--- config.mk ---
export PLATFORM = sky130hd
export DESIGN_NAME = voice_scheduler
export DESIGN_NICKNAME = d
export VERILOG_FILES = /design/src/rtl/synth_pkg.sv /design/src/rtl/voice_env.sv /design/src/rtl/voice_scheduler.sv
export SDC_FILE = /design/constraint.sdc
export NUM_CORES = 1
export LEC_CHECK = 0
export CORE_MARGIN = 2
export CORE_UTILIZATION = 25
export CTS_CLUSTER_SIZE = 30
export DETAILED_ROUTE_END_ITERATION = 16
export HOLD_SLACK_MARGIN = 0.03
export PLACE_DENSITY = 0.46
export SYNTH_ARGS = -nofsm -noshare
export SYNTH_HDL_FRONTEND = slang
export SYNTH_SLANG_ARGS = --single-unit
--- constraint.sdc ---
create_clock -name clk -period 4.36 [get_ports clk]
set_clock_uncertainty 0.15 [all_clocks]
set_input_delay 0.436 -clock clk [delete_from_list [all_inputs] [get_ports clk]]
set_output_delay 0.436 -clock clk [all_outputs]
set_load 0.02 [all_outputs]
--- src/rtl/synth_pkg.sv ---
// Shared types and constants for the voice scheduler and its per-voice envelope.
package synth_pkg;
    typedef enum logic [1:0] {V_IDLE, V_ATTACK, V_SUSTAIN, V_RELEASE} voice_state_t;

    localparam int              NOTE_W    = 4;
    localparam logic [NOTE_W-1:0] NOTE_NONE = 4'd0;
    localparam int              NUM_NOTES = 13;
    localparam int              OCT_W     = 3;
endpackage

--- src/rtl/voice_env.sv ---
// Per-voice envelope FSM: IDLE/ATTACK/SUSTAIN/RELEASE with saturating ramps on tick.
module voice_env
    import synth_pkg::*;
#(
    parameter int ENV_W    = 8,
    parameter int ATK_STEP = 16,
    parameter int REL_STEP = 4
) (
    input  logic             clk,
    input  logic             nrst,
    input  logic             start,
    input  logic             retrigger,
    input  logic             do_release,
    input  logic             tick,
    output voice_state_t     state,
    output logic [ENV_W-1:0] env
);
    localparam logic [ENV_W-1:0] ENV_MAX = {ENV_W{1'b1}};
    localparam logic [ENV_W:0]   ATK_INC = (ENV_W+1)'(ATK_STEP);
    localparam logic [ENV_W-1:0] REL_DEC = ENV_W'(REL_STEP);

    voice_state_t     state_nxt;
    logic [ENV_W-1:0] env_nxt;
    logic [ENV_W:0]   atk_sum;

    assign atk_sum = {1'b0, env} + ATK_INC;

    always_ff @(posedge clk or negedge nrst) begin
        if (!nrst) begin
            state <= V_IDLE;
            env   <= '0;
        end else begin
            state <= state_nxt;
            env   <= env_nxt;
        end
    end

    // Allocation beats retrigger beats release beats the envelope tick.
    always_comb begin
        state_nxt = state;
        env_nxt   = env;
        if (start) begin
            state_nxt = V_ATTACK;
            env_nxt   = '0;
        end else if (retrigger) begin
            state_nxt = V_ATTACK;
        end else if (do_release) begin
            state_nxt = V_RELEASE;
        end else if (tick) begin
            case (state)
                V_ATTACK: begin
                    if (atk_sum >= {1'b0, ENV_MAX}) begin
                        env_nxt   = ENV_MAX;
                        state_nxt = V_SUSTAIN;
                    end else begin
                        env_nxt = atk_sum[ENV_W-1:0];
                    end
                end
                V_RELEASE: begin
                    if (env <= REL_DEC) begin
                        env_nxt   = '0;
                        state_nxt = V_IDLE;
                    end else begin
                        env_nxt = env - REL_DEC;
                    end
                end
                default: ;
            endcase
        end
    end
endmodule

--- src/rtl/voice_scheduler.sv ---
// Maps held keypad notes onto persistent voice slots; owns octave and poly/mono mode.
// Define VOICE_STEAL_EN to let a new note steal the quietest RELEASE voice when none is IDLE.
module voice_scheduler
    import synth_pkg::*;
#(
    parameter int NUM_VOICES = 4,
    parameter int ENV_W      = 8,
    parameter int ATK_STEP   = 16,
    parameter int REL_STEP   = 4,
    parameter int OCT_MAX    = 4,
    parameter int OCT_RESET  = 2
) (
    input  logic                               clk,
    input  logic                               nrst,
    input  logic [NOTE_W-1:0]                  note_1,
    input  logic [NOTE_W-1:0]                  note_2,
    input  logic [NOTE_W-1:0]                  note_3,
    input  logic [NOTE_W-1:0]                  note_4,
    input  logic                               octave_pulse,
    input  logic                               mode_pulse,
    input  logic                               env_tick,
    output logic [NUM_VOICES-1:0][NOTE_W-1:0]  voice_note,
    output logic [NUM_VOICES-1:0][OCT_W-1:0]   voice_oct,
    output logic [NUM_VOICES-1:0][ENV_W-1:0]   voice_env,
    output logic [NUM_VOICES-1:0]              voice_active,
    output logic [OCT_W-1:0]                   octave,
    output logic                               mode
);
    localparam int NUM_REQ = 4;

    logic [OCT_W-1:0]                  oct_q;
    logic                              mode_q;
    logic [NUM_VOICES-1:0][NOTE_W-1:0] note_q;
    logic [NUM_VOICES-1:0][OCT_W-1:0]  voct_q;
    voice_state_t [NUM_VOICES-1:0]     vstate;
    logic [NUM_VOICES-1:0][ENV_W-1:0]  venv;
    logic [NUM_VOICES-1:0]             held, rel_st, idle, start, retrig, do_rel;
    logic [NUM_REQ-1:0][NOTE_W-1:0]    req;
    logic [NOTE_W-1:0]                 cand;

    // Mono listens to note_1 only; out-of-range codes count as no key.
    always_comb begin
        req[0] = note_1;
        req[1] = note_2;
        req[2] = note_3;
        req[3] = note_4;
        if (mode_q) begin
            for (int i = 1; i < NUM_REQ; i++) req[i] = NOTE_NONE;
        end
        for (int i = 0; i < NUM_REQ; i++) begin
            if (req[i] > NOTE_W'(NUM_NOTES)) req[i] = NOTE_NONE;
        end
    end

    always_comb begin
        for (int v = 0; v < NUM_VOICES; v++) begin
            held[v]   = (vstate[v] == V_ATTACK) || (vstate[v] == V_SUSTAIN);
            rel_st[v] = (vstate[v] == V_RELEASE);
            idle[v]   = (vstate[v] == V_IDLE);
        end
    end

    always_comb begin
        logic wanted;
        wanted = 1'b0;
        for (int v = 0; v < NUM_VOICES; v++) begin
            wanted = 1'b0;
            for (int i = 0; i < NUM_REQ; i++) begin
                if (req[i] != NOTE_NONE && req[i] == note_q[v]) wanted = 1'b1;
            end
            do_rel[v] = held[v] && (mode_pulse || !wanted);
        end
    end

    // Candidate: first requested note (note_1 first) not already sounding.
    always_comb begin
        logic taken;
        taken = 1'b0;
        cand  = NOTE_NONE;
        for (int i = NUM_REQ-1; i >= 0; i--) begin
            taken = 1'b0;
            for (int v = 0; v < NUM_VOICES; v++) begin
                if (held[v] && note_q[v] == req[i]) taken = 1'b1;
            end
            if (req[i] != NOTE_NONE && !taken) cand = req[i];
        end
    end

`ifdef VOICE_STEAL_EN
    logic [NUM_VOICES-1:0] steal_pick;
    logic [ENV_W-1:0]      best_env;

    always_comb begin
        steal_pick = '0;
        best_env   = '1;
        for (int v = 0; v < NUM_VOICES; v++) begin
            if (rel_st[v] && (steal_pick == '0 || venv[v] < best_env)) begin
                steal_pick = NUM_VOICES'(1) << v;
                best_env   = venv[v];
            end
        end
    end
`endif

    always_comb begin
        logic [NUM_VOICES-1:0] rt_pick, idle_pick;
        rt_pick   = '0;
        idle_pick = '0;
        start     = '0;
        retrig    = '0;
        for (int v = NUM_VOICES-1; v >= 0; v--) begin
            if (rel_st[v] && note_q[v] == cand) rt_pick = NUM_VOICES'(1) << v;
            if (idle[v]) idle_pick = NUM_VOICES'(1) << v;
        end
        if (cand != NOTE_NONE && !mode_pulse) begin
            if (|rt_pick)        retrig = rt_pick;
            else if (|idle_pick) start  = idle_pick;
`ifdef VOICE_STEAL_EN
            else                 start  = steal_pick;
`endif
        end
    end

    always_ff @(posedge clk or negedge nrst) begin
        if (!nrst) begin
            oct_q  <= OCT_W'(OCT_RESET);
            mode_q <= 1'b0;
            note_q <= '0;
            voct_q <= '0;
        end else begin
            if (octave_pulse) oct_q <= (oct_q == OCT_W'(OCT_MAX)) ? '0 : oct_q + 1'b1;
            if (mode_pulse)   mode_q <= ~mode_q;
            for (int v = 0; v < NUM_VOICES; v++) begin
                if (start[v]) begin
                    note_q[v] <= cand;
                    voct_q[v] <= oct_q;
                end
            end
        end
    end

    for (genvar v = 0; v < NUM_VOICES; v++) begin : g_voice
        voice_env #(
            .ENV_W   (ENV_W),
            .ATK_STEP(ATK_STEP),
            .REL_STEP(REL_STEP)
        ) u_env (
            .clk       (clk),
            .nrst      (nrst),
            .start     (start[v]),
            .retrigger (retrig[v]),
            .do_release(do_rel[v]),
            .tick      (env_tick),
            .state     (vstate[v]),
            .env       (venv[v])
        );
        assign voice_note[v]   = idle[v] ? NOTE_NONE : note_q[v];
        assign voice_active[v] = !idle[v];
    end

    assign voice_env = venv;
    assign voice_oct = voct_q;
    assign octave    = oct_q;
    assign mode      = mode_q;
endmodule
======== After elaboration in Yosys (flattened, before gate mapping) ========
Cells that the tools add are included.
storage, ports and cells
  logic and storage cells ................. 321
  bits in registers ....................... 72
  output and inout bits ................... 68
operators by class
  bitwise logic cells ..................... 1
  equal/unequal tests ..................... 65
  order comparisons ....................... 12
  reduce and logical (&&, ||, !) cells .... 101
  muxes and demuxes ....................... 115
  add/subtract/negate cells ............... 9
operators with widths
  kind                                                 count
  2-to-1 mux 8 bit                                     24
  == test 4 bit                                        36
  2-to-1 mux 4 bit                                     25
  one-hot mux 8 bit (2 select lines)                   4
  2-to-1 mux 2 bit                                     24
  logical AND 1 bit                                    45
  adder 8 x 5 -> 9 bit, second input constant          4
  >= comparator 9 x 8 -> 1 bit, second input constant  4
  nonzero test 4 bit                                   9
  <= comparator 8 x 3 -> 1 bit, second input constant  4
  2-to-1 mux 1 bit                                     32
  AND reduction 4 bit                                  8
  subtractor 8 x 3 -> 8 bit, second input constant     4
  != test 5 x 1 -> 1 bit, second input constant        4
  != test 5 x 3 -> 1 bit, second input constant        4
  nonzero test 5 bit                                   4
  == test 2 bit, second input constant                 8
  > comparator 4 bit, second input constant            4
  != test 2 bit, second input constant                 8
  one-hot mux 2 bit (2 select lines)                   4
  logical NOT 1 bit                                    13
  2-to-1 mux 12 bit                                    1
  nonzero test 3 bit                                   4
  == test 2 x 1 -> 1 bit, second input constant        4
  8 further kinds                                      22

======== Longest topological paths before layout ========
Gate-level depths: netlist of the first run.
  depth after elaboration ................. 26
  gate-level depth with buffers ........... 18
  mapped depth without buffers ............ 13

======== Hierarchy ========
A second synthesis of the first run with hierarchy kept.
unflattened totals
  cell total of the unflattened synthesis .. 846
  area total of the unflattened synthesis .. 7011.7 um2
modules (own cells, without submodules)
  module           instances  area an instance (um2)  cells each
  voice_scheduler  1          3923.8                  478
  voice_env        4          772.0                   92

======== Worst setup path after synthesis of the first run ========
Ideal clock, no wire load.
  kind .................................... register to register
  from .................................... reg mode_q, in the netlist mode
  to ...................................... reg voct_q (netlist bit voice_oct[10])
  setup slack ............................. 0.034 ns
  required time ........................... 4.082 ns
  arrival ................................. 4.048 ns
  stages on the path, launching flop included .. 17
  period minus slack after synthesis ...... 4.326 ns
  cell sequence ........................... dfrtp_1 -> buf_6 -> buf_6 -> a31oi_1 -> nand2_1 -> xnor2_1 -> a2111oi_1 -> nand4b_1 -> o32ai_1 -> o211a_1 -> or3_1 -> a211o_1 -> or3_4 -> nand4_4 -> or2_1 -> buf_2 -> mux2_1
between the ends
  cells in the longest elaborated chain, start to end .. 24
ends and longest elaborated chain
  item                              RTL line                RTL
  start, declared                   voice_scheduler.sv:32   logic mode_q;
  start signal, assigned            voice_scheduler.sv:132  if (mode_pulse) mode_q <= ~mode_q;
  2-to-1 mux 12 bit *               voice_scheduler.sv:47   if (mode_q) begin
  > comparator 4 bit                voice_scheduler.sv:51   if (req[i] > NOTE_W'(NUM_NOTES)) req[i] = NOTE_NONE;
  2-to-1 mux 4 bit                  voice_scheduler.sv:51
  == test 4 bit                     voice_scheduler.sv:83   if (held[v] && note_q[v] == req[i]) taken = 1'b1;
  logical AND 1 bit                 voice_scheduler.sv:83
  2-to-1 mux 1 bit (4 in series)    voice_scheduler.sv:83
  logical NOT 1 bit                 voice_scheduler.sv:85   if (req[i] != NOTE_NONE && !taken) cand = req[i];
  logical AND 1 bit                 voice_scheduler.sv:85
  2-to-1 mux 4 bit (2 in series)    voice_scheduler.sv:85
  2-to-1 mux 4 bit * (2 in series)  voice_scheduler.sv:85
  == test 4 bit                     voice_scheduler.sv:112  if (rel_st[v] && note_q[v] == cand) rt_pick = NUM_VOICES'(1) << v;
  logical AND 1 bit                 voice_scheduler.sv:112
  2-to-1 mux 4 bit (4 in series)    voice_scheduler.sv:112
  OR reduction 4 bit                voice_scheduler.sv:116  if (|rt_pick) retrig = rt_pick;
  2-to-1 mux 4 bit                  voice_scheduler.sv:116
  2-to-1 mux 4 bit *                voice_scheduler.sv:115  if (cand != NOTE_NONE && !mode_pulse) begin
  end signal, assigned by index     voice_scheduler.sv:136  voct_q[v] <= oct_q;
  end, declared                     voice_scheduler.sv:34   logic [NUM_VOICES-1:0][OCT_W-1:0] voct_q;
Mark *: on every way between the ends. The rest lies on a longest branch, timed or not.
A chain may end at the register's enable or synchronous reset.

======== Final worst setup path of the first run ========
  from .................................... reg mode_q, in the netlist mode
  to ...................................... reg g_voice[3].u_env.env[0]
between the ends
  cells in the longest elaborated chain, start to end .. 26
ends and longest elaborated chain
  item                                                          RTL line                RTL
  2-to-1 mux 12 bit *                                           voice_scheduler.sv:47
  > comparator 4 bit                                            voice_scheduler.sv:51
  2-to-1 mux 4 bit                                              voice_scheduler.sv:51
  == test 4 bit                                                 voice_scheduler.sv:83
  logical AND 1 bit                                             voice_scheduler.sv:83
  2-to-1 mux 1 bit (4 in series)                                voice_scheduler.sv:83
  logical NOT 1 bit                                             voice_scheduler.sv:85
  logical AND 1 bit                                             voice_scheduler.sv:85
  2-to-1 mux 4 bit (4 in series)                                voice_scheduler.sv:85
  == test 4 bit                                                 voice_scheduler.sv:112
  logical AND 1 bit                                             voice_scheduler.sv:112
  2-to-1 mux 4 bit (4 in series)                                voice_scheduler.sv:112
  OR reduction 4 bit                                            voice_scheduler.sv:116
  2-to-1 mux 4 bit                                              voice_scheduler.sv:116
  2-to-1 mux 4 bit                                              voice_scheduler.sv:115
  != test 2 bit (no source line), or another cell as far along  --
  AND reduction 4 bit (no source line)                          --
  end signal, assigned                                          voice_env.sv:34         env <= env_nxt;
  end, declared                                                 voice_env.sv:16         output logic [ENV_W-1:0] env
Marked as above.

==> results_dict.tcl, run 1 <==
set metrics [dict create \
    status "finished with violations" \
    violations "setup timing" \
    htree_num_levels 3 \
    synth_top_cell_area_share_pct 22.3 \
    syn_area_mm2 0.00753 \
    final_antenna_net_count 0 \
    gp_congestion 0.861 \
    num_vias 8186 \
    fp.dieH_um 178 \
    start_kind "flip-flop" \
    powerDensity_mw_per_mm2 811 \
    rsz0062_at_grt "true" \
    yosys-top-cells-area "dfrtp_1, ha_1, mux2_2, nor2b_1, nand2_1" \
    ys.flop_type "dfrtp_1" \
    vias_per_cell 5.18 \
    yosysMostFrequentCell "dfrtp_1" \
    synth.distinct_cells 102 \
    report.final.hold_viol_count 0 \
    leakage_nw 4.87 \
    hold_class "input port to async pin" \
    async_flop_share_pct 100 \
    grt_antenna_before_repair 2 \
    switchingPower_mw 4.47 \
    whs_ns 0.0732 \
    grt_pass1_wl_mm 44.0 \
    clockBufferDepth 2 \
    worst_slack_ns -0.0948 \
    slew_viol_final 0 \
    syn_avg_cell_area_um2 8.20 \
    power_frac_comb_pct 77.4 \
    min_period_ns 4.45 \
    yosysSeqAreaShare_pct 22.6 \
    worstSetupEndpointType "flip-flop" \
    period_share_pct 102 \
    grt_pass1_vias 7781 \
    die_x_um 178 \
    pre_cts_slack_ns -0.889 \
    internal_power_mw 4.96 \
    rows 63 \
    required_ns 4.43 \
    drc 0 \
    ys_seq_elements 68 \
    yosys.area.top_type "dfrtp_1" \
    wirelength_mm 28.1 \
    p_seq_share_pct 14.8 \
    tightest_slew_ns 0.915 \
    pwr-share-clk_pct 7.8 \
    grt_start_max_net_pins 69 \
    io_pins 89 \
    fmax_ghz 0.224 \
    hpwl_mm 20.7 \
    tritoncts "done" \
    insertion_delay_ns 0.33 \
    port-buffer-count 88 \
    core_mm2 0.0296 \
    cts_made_buffers 9 \
    gr-usage-all-layers_pct 17.4 \
    setup_viol 30 \
    drive_above_1_share_pct 34.9 \
    syn2layout_area_growth_pct 54.2 \
    hold_buffers 0 \
    cap_violations 0 \
    layout.nets 1241 \
    dr.pass1.iters 4 \
    path_class "flip-flop to flip-flop" \
    synth_cells 919 \
    dieArea_mm2 0.0315 \
    wire_per_inst_um 17.8 \
    dp_cells 1511 \
    synth-edff-count 0 \
    vdd_drop_max_mv 0.326 \
    numClockSinks 68 \
    synth_warnings 0 \
    switching_share_pct 47.4 \
    path_max_fanout 6 \
    timing.critical_path.arrival_ns 4.53 \
    overflow 0 \
    synth_common_cells "dfrtp_1, nand2_1, inv_1" \
    slew_headroom_pct 39.0 \
    cts.clk_slew.worst_paths_ns 0.06 \
    dr.first_iter.drc_count 506 \
    syn_nets 978 \
    initial_core_util_pct 25.4 \
    finalNonFillerCells 1579 \
    power_mw 9.42 \
    root_buffer "clkbuf_16" \
]
==> final cells by class <==
type | instances | area [um2]
Clock buffer | 10 | 239
Antenna cell | 2 | 5.00
Sequential cell | 68 | 1710
Tap cell | 390 | 488
Multi-Input combinational cell | 720 | 5930
Clock inverter | 6 | 63.8
Timing Repair Buffer | 322 | 2960
Fill cell | 3045 | 18000
Inverter | 61 | 229
==> sequential cells by signal (all words and copies together) (netlist names) <==
| signal | flops |
|---|---|
| g_voice.u_env.env | 28 |
| note_q | 16 |
| voice_oct | 12 |
| g_voice.u_env.state | 8 |
| octave | 3 |
| mode | 1 |
==> routing by layer <==
layer  GRT usage, %  vias to the layer above  part of all wire, %
met3           2.63                       21                  4.2
met4           2.19                        0                 0.95
met1           24.8                     3992                   49
met5              0                        -                    0
met2           28.6                      189                   46
li1               -                     3984                    -
==> critical path, stage by stage (launching register included) <==
cell and delay, ns:
dfrtp_2 0.45, buf_6 0.14, o21ba_4 0.23, o221ai_2 0.09
o211ai_1 0.42, nor3_4 0.13, or4_4 0.54, a32oi_4 0.31
a21oi_4 0.17, xor2_1 0.19, a211o_1 0.33, or3_4 0.41
nand4_4 0.13, buf_12 0.13, nor2_4 0.06, buf_6 0.14
a2111oi_4 0.31
==> power by group through the flow <==
stage	clock network (mW)	logic, mW	registers, mW
floorplan	0	3.41	1.40
global placement	0	5.96	1.40
detailed placement	0	5.95	1.39
CTS	0.759	6.74	1.39
global route	0.790	7.84	1.45
finish	0.739	7.29	1.39
==> worst paths after layout <==
| check | start | to | slack [ns] | depth (start not counted) |
|---|---|---|---|---|
| min in group clk | voice_oct[4] | voice_oct[4] | 0.35 | 1 |
| hold / removal | nrst | voice_oct[6] | 0.07 | 1 |
| hold reg to reg | voice_oct[4] | voice_oct[4] | 0.35 | 1 |
| max in group asynchronous | nrst | mode | 3.31 | 1 |
| setup reg to reg | mode | g_voice[3].u_env.env[0] | -0.09 | 16 |
| setup / recovery | mode | g_voice[3].u_env.env[0] | -0.09 | 16 |
==> repair_timing <==
item	in CTS	in global routing
setup endpoints to repair	63	64
endpoints found under the hold margin	0	0
pin swaps	37	41
setup buffers	28	21
resized for setup	111	82
cloned	3	2
==> kinds of logic after synthesis <==
logic type / Yosys count / synth area share (%)
muxes: 41 / 5.93
buffers and inverters: 131 / 7.99
adders and majority gates: 40 / 6.58
xor gates and xnor gates: 28 / 3.25
AOI/OAI and AO/OA: 270 / 26.6
and+or+nand+nor: 341 / 27.1
DFF: 68 / 22.6
==> cell usage in the layout, fill, tap and decap left out, types with 6 or more instances in the layout <==
cell type        count
buf_4              186
clkdlybuf4s50_1     76
dfrtp_1             65
inv_1               59
nand2_1             59
nor2_1              49
a21oi_1             41
o21ai_0             39
ha_1                38
nor2b_1             36
buf_6               30
nand3_1             23
nor3_1              20
mux2_2              18
a31oi_1             17
nand4_1             15
nand3b_1            13
xnor2_1             13
buf_12              13
mux2i_1             12
xor2_1              12
nand2b_1            11
a211oi_2             9
o21ai_1              9
a211oi_1             9
clkbuf_16            9
nand4b_1             8
nor3b_1              8
and4b_1              8
mux2_4               8
o22ai_1              8
or3_1                7
o211ai_1             7
nor4bb_1             7
and3_1               6
nor3_4               6
nor4_1               6
a21boi_0             6
==> through the flow <==
step           util (%)  instance area [um2]  TNS, ns
2_1_floorplan         -                 7530        0
3_3_place_gp       33.9                10000   -41.43
6_report           39.2                11600    -1.30
3_5_place_dp       33.9                10000   -44.34
5_1_grt            39.2                11600    -7.50
4_1_cts            37.4                11100   -0.314
(Power assumes the default switching activity.)
==> run 2: changes to the inputs <==
TNS_END_PERCENT = 10   (was unset)
==> results_dict.tcl, run 2 (synthesis gave the netlist of run 1 again) <==
set metrics [dict create \
    fin_area_mm2 0.0112 \
    overflow 0 \
    dieArea_mm2 0.0315 \
    timing.critical_path.arrival_ns 4.56 \
    cap_violations 0 \
    gp_congestion 0.861 \
    core_mm2 0.0296 \
    die_x_um 178 \
    n_antenna_cell 0 \
    layout_commonest_cell "buf_4" \
    htree_num_levels 3 \
    drc 0 \
    dr.first_iter.drc_count 586 \
    grt_pass1_vias 7609 \
    cp_cell_sequence "buf_4 > buf_4 > nor2b_4 > nand2_2 > xnor2_2 > nor4_2 > buf_4 > nor4_4 > o32ai_2 > o211a_4 > or3_1 > a211o_1 > or3_4 > buf_6 > a31oi_4 > buf_12 > buf_4 > a41o_1 > a21oi_2" \
    gr-usage-all-layers_pct 17.1 \
    slowest_stage "dfrtp_2" \
    clockBufferDepth 2 \
    worst_slack_ns -0.129 \
    rsz0062_at_grt "true" \
    largest-register "g_voice.u_env.env" \
    dpl_cell_area_mm2 0.0100 \
    wirelength_mm 27.3 \
    slew_viol_final 0 \
    worstSetupEndpointType "flip-flop" \
    fin_setup_tns_ns -1.56 \
    num_vias 8061 \
    start_kind "flip-flop" \
    period_share_pct 103 \
    hold_class "input port to async pin" \
    syn2layout_area_growth_pct 49.0 \
    crit_path_frequent_cell "buf_4" \
    insertion_delay_ns 0.33 \
    initial_core_util_pct 25.4 \
    cts_made_buffers 9 \
    powerDensity_mw_per_mm2 800 \
    fmax_ghz 0.223 \
    violations "setup timing" \
    tightest_slew_ns 0.917 \
    fp.dieH_um 178 \
    rows 63 \
    grt_pass1_wl_mm 43.1 \
    cpPeakStageDelay_ns 0.48 \
    wire_per_inst_um 17.5 \
    layout.nets 1220 \
    final_antenna_net_count 0 \
    cts.clk_slew.worst_paths_ns 0.06 \
    path_max_fanout 8 \
    vias_per_cell 5.18 \
    grt_start_max_net_pins 69 \
    drive_above_1_share_pct 31.7 \
    path_class "flip-flop to flip-flop" \
    numClockSinks 68 \
    dr.pass1.iters 5 \
    largest_reg_flops 28 \
    final_cell_mix "buf_4, clkdlybuf4s50_1, dfrtp_1" \
    vdd_drop_max_mv 0.319 \
    leakage_nw 4.71 \
    pre_cts_slack_ns -0.889 \
    setup_viol 22 \
    whs_ns 0.0741 \
    hpwl_mm 20.7 \
    io_pins 89 \
    tritoncts "done" \
    grt_antenna_before_repair 0 \
    root_buffer "clkbuf_16" \
    report.final.hold_viol_count 0 \
    min_period_ns 4.49 \
    status "finished with violations" \
    slew_headroom_pct 38.9 \
    required_ns 4.43 \
    port-buffer-count 88 \
]
run 2: worst max-delay path: cells and delay by family, from the launching register on:
family,cells,cell delay (ns)
buffers and inverters,6,0.85
XOR/XNOR,1,0.20
AND/OR/NAND/NOR,6,1.46
AO/OA/AOI/OAI,6,1.20
flip-flops,1,0.48
run 2: cell type report:
cell class              instances  area [um2]
fillers                      3072       18400
repair buffers                301        2770
flip-flops and latches         68        1710
multi-input cells             720        5740
inverters                      61         229
clock buffers                  10         239
clock inverters                 6        63.8
well taps                     390         488
run 2: per-layer routing:
| metal | vias up | routed length, um | share of wire (%) | track usage, % |
|---|---|---|---|---|
| li1 | 3938 | - | - | - |
| met1 | 3919 | 13200 | 48 | 24.4 |
| met2 | 185 | 12700 | 46 | 27.9 |
| met3 | 19 | 1210 | 4.4 | 2.46 |
| met4 | 0 | 203 | 0.74 | 2.08 |
| met5 | - | 0 | 0 | 0 |
run 2: report_power, final:
group / total [mW] / internal, mW / switching, mW
clock network: 0.741 / 0.457 / 0.284
registers: 1.39 / 0.925 / 0.463
logic: 6.85 / 3.32 / 3.53
run 2: worst paths after layout:
kind / depth (start not counted) / startpoint / slack (ns) / to
setup / recovery: 19 / mode / -0.13 / g_voice[2].u_env.env[0]
hold / removal: 1 / nrst / 0.07 / voice_oct[6]
setup reg to reg: 19 / mode / -0.13 / g_voice[2].u_env.env[0]
hold reg to reg: 1 / voice_oct[10] / 0.35 / voice_oct[10]
max in group asynchronous: 1 / nrst / 3.31 / mode
min in group clk: 1 / voice_oct[10] / 0.35 / voice_oct[10]
run 2: through the flow:
step | util, % | power, mW | std cells
floorplan | - | 4.81 | 919
global placement | 33.9 | 7.36 | 1511
detailed placement | 33.9 | 7.34 | 1511
CTS | 36.2 | 8.57 | 1541
global route | 37.9 | 9.65 | 1556
finish | 37.9 | 8.98 | 1556
run 2: what timing repair did:
item | in CTS | in global routing
endpoints found under the hold margin | 0 | 0
gates resized for setup | 55 | 78
setup buffers | 11 | 14
pin swaps | 23 | 44
cloned | 3 | 1
setup endpoints to repair | 63 | 64
hold buffers | 0 | 0
